===== src/rtl/regfile_mp.sv =====
// Multi-read-port register file with write-to-read bypass, a pending-destination
// scoreboard and a one-register-per-cycle clear engine for pipeline flushes.
module regfile_mp #(
    parameter  int XLEN  = 32,
    parameter  int NREGS = 32,
    parameter  int NRD   = 2,
    localparam int AW    = $clog2(NREGS)
) (
    input  logic                 clk,
    input  logic                 rst,
    input  logic                 wr_en,
    input  logic [AW-1:0]        wr_addr,
    input  logic [XLEN-1:0]      wr_data,
    output logic                 wr_ready,
    input  logic                 iss_en,
    input  logic [AW-1:0]        iss_addr,
    input  logic [NRD-1:0]       rd_en,
    input  logic [NRD*AW-1:0]    rd_addr,
    output logic [NRD*XLEN-1:0]  rd_data,
    output logic [NRD-1:0]       rd_busy,
    input  logic                 clr_req,
    output logic                 clr_busy
);

    typedef enum logic {
        ST_IDLE  = 1'b0,
        ST_CLEAR = 1'b1
    } state_t;

    state_t            r_state;
    logic [AW-1:0]     r_idx;
    logic [XLEN-1:0]   r_regs [NREGS];
    logic [NREGS-1:0]  r_pend;

    logic              w_idle;
    logic              w_wr_acc;

    // Outputs are gated by rst so nothing leaks while reset is held.
    assign w_idle   = (r_state == ST_IDLE);
    assign wr_ready = !rst && w_idle;
    assign clr_busy = !rst && (r_state == ST_CLEAR);
    assign w_wr_acc = wr_en && wr_ready && (wr_addr != '0);

    always_ff @(posedge clk or posedge rst) begin
        if (rst) begin
            r_state <= ST_IDLE;
            r_idx   <= AW'(1);
            r_pend  <= '0;
            // NOTE: the array is plain flops and is reset explicitly so no X can ever reach rd_data.
            for (int i = 0; i < NREGS; i++) begin
                r_regs[i] <= '0;
            end
        end else begin
            case (r_state)
                ST_IDLE: begin
                    if (w_wr_acc) begin
                        r_regs[wr_addr] <= wr_data;
                    end
                    if (clr_req) begin
                        r_state <= ST_CLEAR;
                        r_pend  <= '0;
                    end else begin
                        if (w_wr_acc) begin
                            r_pend[wr_addr] <= 1'b0;
                        end
                        // Later assignment wins: a new producer overrides a retiring one.
                        if (iss_en && (iss_addr != '0)) begin
                            r_pend[iss_addr] <= 1'b1;
                        end
                    end
                end
                ST_CLEAR: begin
                    r_regs[r_idx] <= '0;
                    if (r_idx == AW'(NREGS - 1)) begin
                        r_state <= ST_IDLE;
                        r_idx   <= AW'(1);
                    end else begin
                        r_idx <= r_idx + AW'(1);
                    end
                end
                default: r_state <= ST_IDLE;
            endcase
        end
    end

    for (genvar p = 0; p < NRD; p++) begin : g_rd
        logic [AW-1:0] w_addr;
        logic          w_hit;
        logic          w_byp;

        assign w_addr = rd_addr[p*AW +: AW];
        assign w_hit  = !rst && rd_en[p] && (w_addr != '0);
        assign w_byp  = w_wr_acc && (wr_addr == w_addr);

        assign rd_data[p*XLEN +: XLEN] = !w_hit ? '0 :
                                         w_byp  ? wr_data : r_regs[w_addr];
        assign rd_busy[p] = w_hit && !w_byp && w_idle && r_pend[w_addr];
    end

endmodule


===== config.mk =====
export PLATFORM = sky130hd
export DESIGN_NAME = regfile_mp
export DESIGN_NICKNAME = d
export VERILOG_FILES = /design/src/rtl/regfile_mp.sv
export SDC_FILE = /design/constraint.sdc
export NUM_CORES = 2
export LEC_CHECK = 0
export CORE_MARGIN = 2
export CORE_UTILIZATION = 30
export CTS_BUF_LIST = sky130_fd_sc_hd__clkbuf_8
export DETAILED_ROUTE_END_ITERATION = 8
export PLACE_DENSITY = 0.56
export SYNTH_ARGS = -nofsm -noshare
export SYNTH_HDL_FRONTEND = slang
export SYNTH_SLANG_ARGS = --single-unit

===== constraint.sdc =====
create_clock -name clk -period 57.6 [get_ports clk]
set_clock_uncertainty 0.05 [all_clocks]
set_input_delay 11.52 -clock clk [delete_from_list [all_inputs] [get_ports clk]]
set_output_delay 11.52 -clock clk [all_outputs]
set_load 0.005 [all_outputs]

# Yosys cells after proc, flatten, opt, wreduce, memory -nomap -nowiden
# Index checks and enable logic that the tools add are counted.
[totals] in_bits=59 regBits=1062
[op_classes] n_reduce_logical=28 n_eq_ne=4 order_cmp=12 mux=34 bitwise_logic=10 n_addsub=1
[ops] op="$pmux 1024 s2" count=1
[ops] op="$and 1024x1024->1024" count=1
[ops] op="$bwmux 1024" count=1
[ops] op="$mux 1024" count=1
[ops] op="$not 1024->1024" count=1
[ops] op="$mux 32" count=15
[ops] op="$bmux 32 s5" count=2
[ops] op="$demux 32 s5" count=2
[ops] op="$and 32x32->32" count=1
[ops] op="$not 32->32" count=1
[ops] op="$or 32x32->32" count=1
[ops] op="$ge 6x6->1 const B" count=4
[ops] op="$lt 5x6->1 const B" count=4
[ops] op="$not 5->6" count=4
[ops] op="$logic_and 1x1->1" count=21
[ops] op="$reduce_bool 5->1" count=4
[ops] op="$lt 6x1->1 const B" count=2
[ops] op="$bmux 1 s5" count=2
[ops] op="$demux 1 s5" count=2
[ops] op="$eq 5x5->1" count=2
[ops] op="$ge 5x1->1 const B" count=2
[ops] op="$mux 1" count=6
[ops] op="$add 5x1->5 const B" count=1
[ops] op="$eq 5x5->1 const B" count=1
[ops] op="5 further kinds" count=7

# Depth between registers and ports, before layout
[logic_depth] ltp_word=12 mapped_depth=10 ltp_nobuf=6

# Worst setup path after synthesis
# No wires, ideal clock.
[synth_path] path_kind="in2out" start="input rst" end="output rd_data[0]" required_ns=46.030 path_buffers=3 setup_slack_ns=9.390 t_arrival_ns=36.640 path_stages=8 path_cell_list="inv_1 o211ai_1 a31o_1 buf_6 or2_1 buf_6 buf_6 o211ai_2"
[synth_via] elab_chain_cells=7 elab_cells_between_ends=9
[synth_rtl] element="start, declared" line="10" source="input logic rst,"
[synth_rtl] element="$logic_not 1->1 (*)" line="40, 92"
[synth_rtl] element="$logic_and 1x1->1" line="40" source="assign wr_ready = !rst && w_idle;"
[synth_rtl] element="$logic_and 1x1->1 (2 in series)" line="42" source="assign w_wr_acc = wr_en && wr_ready && (wr_addr != '0);"
[synth_rtl] element="$logic_and 1x1->1" line="93" source="assign w_byp = w_wr_acc && (wr_addr == w_addr);"
[synth_rtl] element="$mux 32" line="96" source="w_byp ? wr_data : r_regs[w_addr];"
[synth_rtl] element="$mux 32 (*)" line="95" source="assign rd_data[p*XLEN +: XLEN] = !w_hit ? '0 :"
[synth_rtl] element="end, declared" line="19" source="output logic [NRD*XLEN-1:0] rd_data,"
# Every way passes the cells marked *; elsewhere a longest branch is shown, timed or not.

# Worst setup path after layout
[layout_path] start="input rd_addr[0]" end="output rd_data[7]"
[layout_via] elab_chain_cells=6 elab_cells_between_ends=10
[layout_rtl] element="start, declared" line="18" source="input logic [NRD*AW-1:0] rd_addr,"
[layout_rtl] element="$not 5->6 (not written as such)" line="96"
[layout_rtl] element="$bmux 32 s5" line="96"
[layout_rtl] element="$mux 32 (not written as such) (2 in series)" line="96"
[layout_rtl] element="$mux 32" line="96"
[layout_rtl] element="$mux 32 (*)" line="95"
# Every way passes the cells marked *; elsewhere a longest branch is shown, timed or not. The select of a mux whose other input is x is not followed.

==> metrics.log <==
INFO  metric holdWs = roughly 0.46 ns
INFO  metric syn_inst = approximately 4700
INFO  metric worst-endpoint-required = roughly 46 ns
INFO  metric die-area = between 150000 and 200000 sq um
INFO  metric sequential_to_total_area_share_from_yosys_stat = 0.4623
INFO  metric wl_per_cell = 34.59 um
INFO  metric clock_buffer_count_from_cts = around 180
INFO  metric synth_seq_cells = about 1100
INFO  metric globalRouteOverflowTotal = 0
INFO  metric placement_rows = 160
INFO  metric ys_types = between 60 and 70
INFO  metric clock_power_share = 0.393
INFO  metric synthFlopType = dfrtp_1
INFO  metric synthesis.area = 57490 sq um
INFO  metric numPortBuffers = 126
INFO  metric p_leak = 28.69 nW
INFO  metric synth-async-reset-ratio = 1.000
INFO  metric grt_usage = 0.2470
INFO  metric synthDominantAreaCellType = dfrtp_1
INFO  metric die_height = 441.8 um
INFO  metric r2r-end = r_regs[72]
INFO  metric cts.sink_count = roughly 1100
INFO  metric power.share.switching = 0.3193
INFO  metric maxSlewHeadroom = 0.1686
INFO  metric final_cell_mix = dfrtp_1, a22o_1, mux2i_1
INFO  metric netSwitchingPower = 0.0005938 W
INFO  metric cts_repair_resize_count = 0
INFO  metric num_vias = ~47000
INFO  metric clock_tree.htree_level_count = 4
INFO  metric final-max-slew-violation-count = 0
INFO  metric filler_cell_count = around 19000
INFO  metric rsz0062_at_grt = false
INFO  metric synth-warning-count = 0
INFO  metric synthTopCellsByArea = dfrtp_1, a22o_1, mux4_2
INFO  metric vias_per_cell = 6.526
INFO  metric gpl.final_weighted_congestion = ~0.84
INFO  metric postRouteAntennaNets = 0
INFO  metric initialDrtViolationCount = between 5000 and 6000
INFO  metric final-setup-viol-count = 0
INFO  metric drt-total-wl = ~250000 um
INFO  metric hold_viol = 0
INFO  metric crit_path_start_kind = primary input
INFO  metric remaining_drc_errors = 0
INFO  metric worst_setup_path_startpoint = rd_addr[0]
INFO  metric power_frac_comb = 0.177
INFO  metric pwr_density_cell = 28.67 nW/um^2
INFO  metric tritoncts = done
INFO  metric worst_ep_arrival = 17.05 ns
INFO  metric vias_in_the_first_global_route = around 47000
INFO  metric power.sequential.fraction = 0.430
INFO  metric synth_enable_flop_cells = 0
INFO  metric timing_worst_slew_pin_value = approximately 1.2 ns
INFO  metric avgSynthCellArea = 12.28 sq um
INFO  metric most_common_cell_after_layout_fill_and_taps_aside = dfrtp_1
INFO  metric fmaxAchievable = roughly 35 MHz
INFO  metric critPathKind = in2out
INFO  metric cp-end-kind = output port
INFO  metric hpwl = approximately 130000 um
INFO  metric core = 190400 sq um
INFO  metric detailedRoute.firstPassIterationCount = 5
INFO  metric outcome = completed
INFO  metric area_growth = 12.84%
INFO  metric post_cts_buffers = 0
INFO  metric peakVddDrop = ~0.000026 V
INFO  metric floorplan.io_pins = approximately 130
INFO  metric crit_end = rd_data[7]
INFO  metric syn_nets = ~4700
INFO  metric grt_first_pass_wirelength = 353600 um
INFO  metric grt_start_max_net_pins = 177
INFO  metric post-synth-top-area-fraction = 0.4618
INFO  metric internal_power = about 0.0013 W
INFO  metric worstReg2RegStart = r_state
INFO  metric number_of_violations_of_the_max_capacitance_limit = 0
INFO  metric antenna_violations_before_repair = 3
INFO  metric worst_r2r_path_depth = 5
INFO  metric post_cts_hold_buffer_count = 0
INFO  metric timing.critical_path.fanout_max = 110
INFO  metric clk_pin_slew = roughly 0.060 ns
INFO  metric start_util = 0.3020
INFO  metric clk_root_buffer_cell = clkbuf_8
INFO  metric type_of_the_tightest_min_delay_check = reg2reg
INFO  metric rrSetupSlack = about 54 ns
INFO  metric min_period_over_period = 0.4969
INFO  metric die_width = 441.8 um
INFO  metric clk_path_buf_depth = 3
INFO  metric fraction_of_layout_instances_using_a_drive_strength_above_1 = 0.1984
INFO  metric clock_insertion_delay_at_the_later_pin_of_the_skew_report = 0.93 ns
INFO  metric finish.net_count = around 4600
INFO  metric timing.setup.tns = 0 ns
INFO  metric finalWorstPathRequiredPeriod = roughly 29 ns
[power by group through the flow]
stage	Combinational (W)	Sequential (W)	Clock (W)
after floorplan	0.000185	0.000803	0
after global placement	0.000319	0.000809	0
after detailed placement	0.000322	0.000810	0
after CTS	0.000322	0.000797	0.000741
after global routing	0.000340	0.000801	0.000772
final	0.000329	0.000799	0.000732
[per-stage QoR]
stage          instance area [sq um]  total power (W)    util  setup slack, ns  std cells
2_1_floorplan                  57490        0.0009877       -            9.390       4682
3_3_place_gp                   61080         0.001128  0.3208            29.09       6849
3_5_place_dp                   61080         0.001132  0.3208            29.03       6849
4_1_cts                        64870         0.001860  0.3408            29.04       7169
5_1_grt                        64880         0.001914  0.3408            28.73       7170
6_report                       64880         0.001860  0.3408            28.98       7171
[worst min path at each step]
stage / startpoint / to / slack [ns] / depth (start not counted)
floorplan: r_pend[0] / r_pend[0] / 0.42 / 1
global placement: r_pend[0] / r_pend[0] / 0.44 / 1
detailed placement: r_regs[1003] / r_regs[1003] / 0.44 / 1
CTS: r_regs[993] / r_regs[993] / 0.46 / 1
global route: r_regs[993] / r_regs[993] / 0.47 / 1
finish: r_regs[993] / r_regs[993] / 0.46 / 1
[flip-flops by register name, summed over array words and instances (netlist names)]
register	flops
r_state	1
r_idx	5
r_pend	32
r_regs	1024
[critical path: stages]
cell,delay (ns)
buf_8,0.58
buf_12,0.70
buf_4,1.04
buf_4,0.98
mux2i_1,0.19
a221oi_1,0.48
a221oi_1,0.15
a311o_1,0.37
o211ai_2,0.11
clkdlybuf4s50_1,0.55
[routing by layer]
| metal | wire length (um) | global-route usage | share of wire | vias to the layer above |
|---|---|---|---|---|
| met5 | 13 | 0 | 0.000052 | - |
| met4 | 16150 | 0.1451 | 0.065 | 2 |
| met3 | 23450 | 0.06438 | 0.095 | 773 |
| met2 | 111500 | 0.3792 | 0.45 | 2924 |
| met1 | 96910 | 0.3135 | 0.39 | 24768 |
| li1 | - | - | - | 18332 |
[kinds of logic after synthesis]
| kind of cell | count (synthesis) | synth area share |
|---|---|---|
| AOI/OAI and AO/OA | 1679 | 0.2473 |
| xor gates and xnor gates | 10 | 0.001523 |
| buffers and inverters | 705 | 0.05027 |
| muxes | 793 | 0.1985 |
| DFF | 1062 | 0.4623 |
| and+or+nand+nor | 428 | 0.03909 |
| adders and majority gates | 5 | 0.001088 |
[synth_stat cells (6+ instances only)]
cell type	count
a211oi_1	33
a21o_1	31
a21oi_1	90
a221o_1	33
a221oi_1	161
a22o_1	992
a22oi_1	66
a311o_1	31
a31o_2	32
and2_1	70
and3_1	61
buf_1	49
buf_2	79
buf_4	26
buf_6	6
clkbuf_1	469
dfrtp_1	1061
inv_1	73
mux2_2	66
mux2i_1	456
mux4_2	271
nand2_1	133
nand2b_1	11
nand3_1	34
nor2_1	24
nor2b_1	29
nor3_1	39
nor3b_1	7
o211ai_2	30
o21ai_0	33
o221ai_1	96
o31ai_1	34
xor2_1	8
[final cells by class]
class,count,area [sq um],area share
Clock buffer,229,3152,0.04858
Inverter,74,285.3,0.004397
Antenna cell,2,5.005,0.00007714
Multi-Input combinational cell,2915,28510,0.4395
Timing Repair Buffer,287,2562,0.03950
Clock inverter,91,644.4,0.009932
Sequential cell,1062,26580,0.4096
Tap cell,2511,3142,0.04843
(Power assumes the default switching activity.)
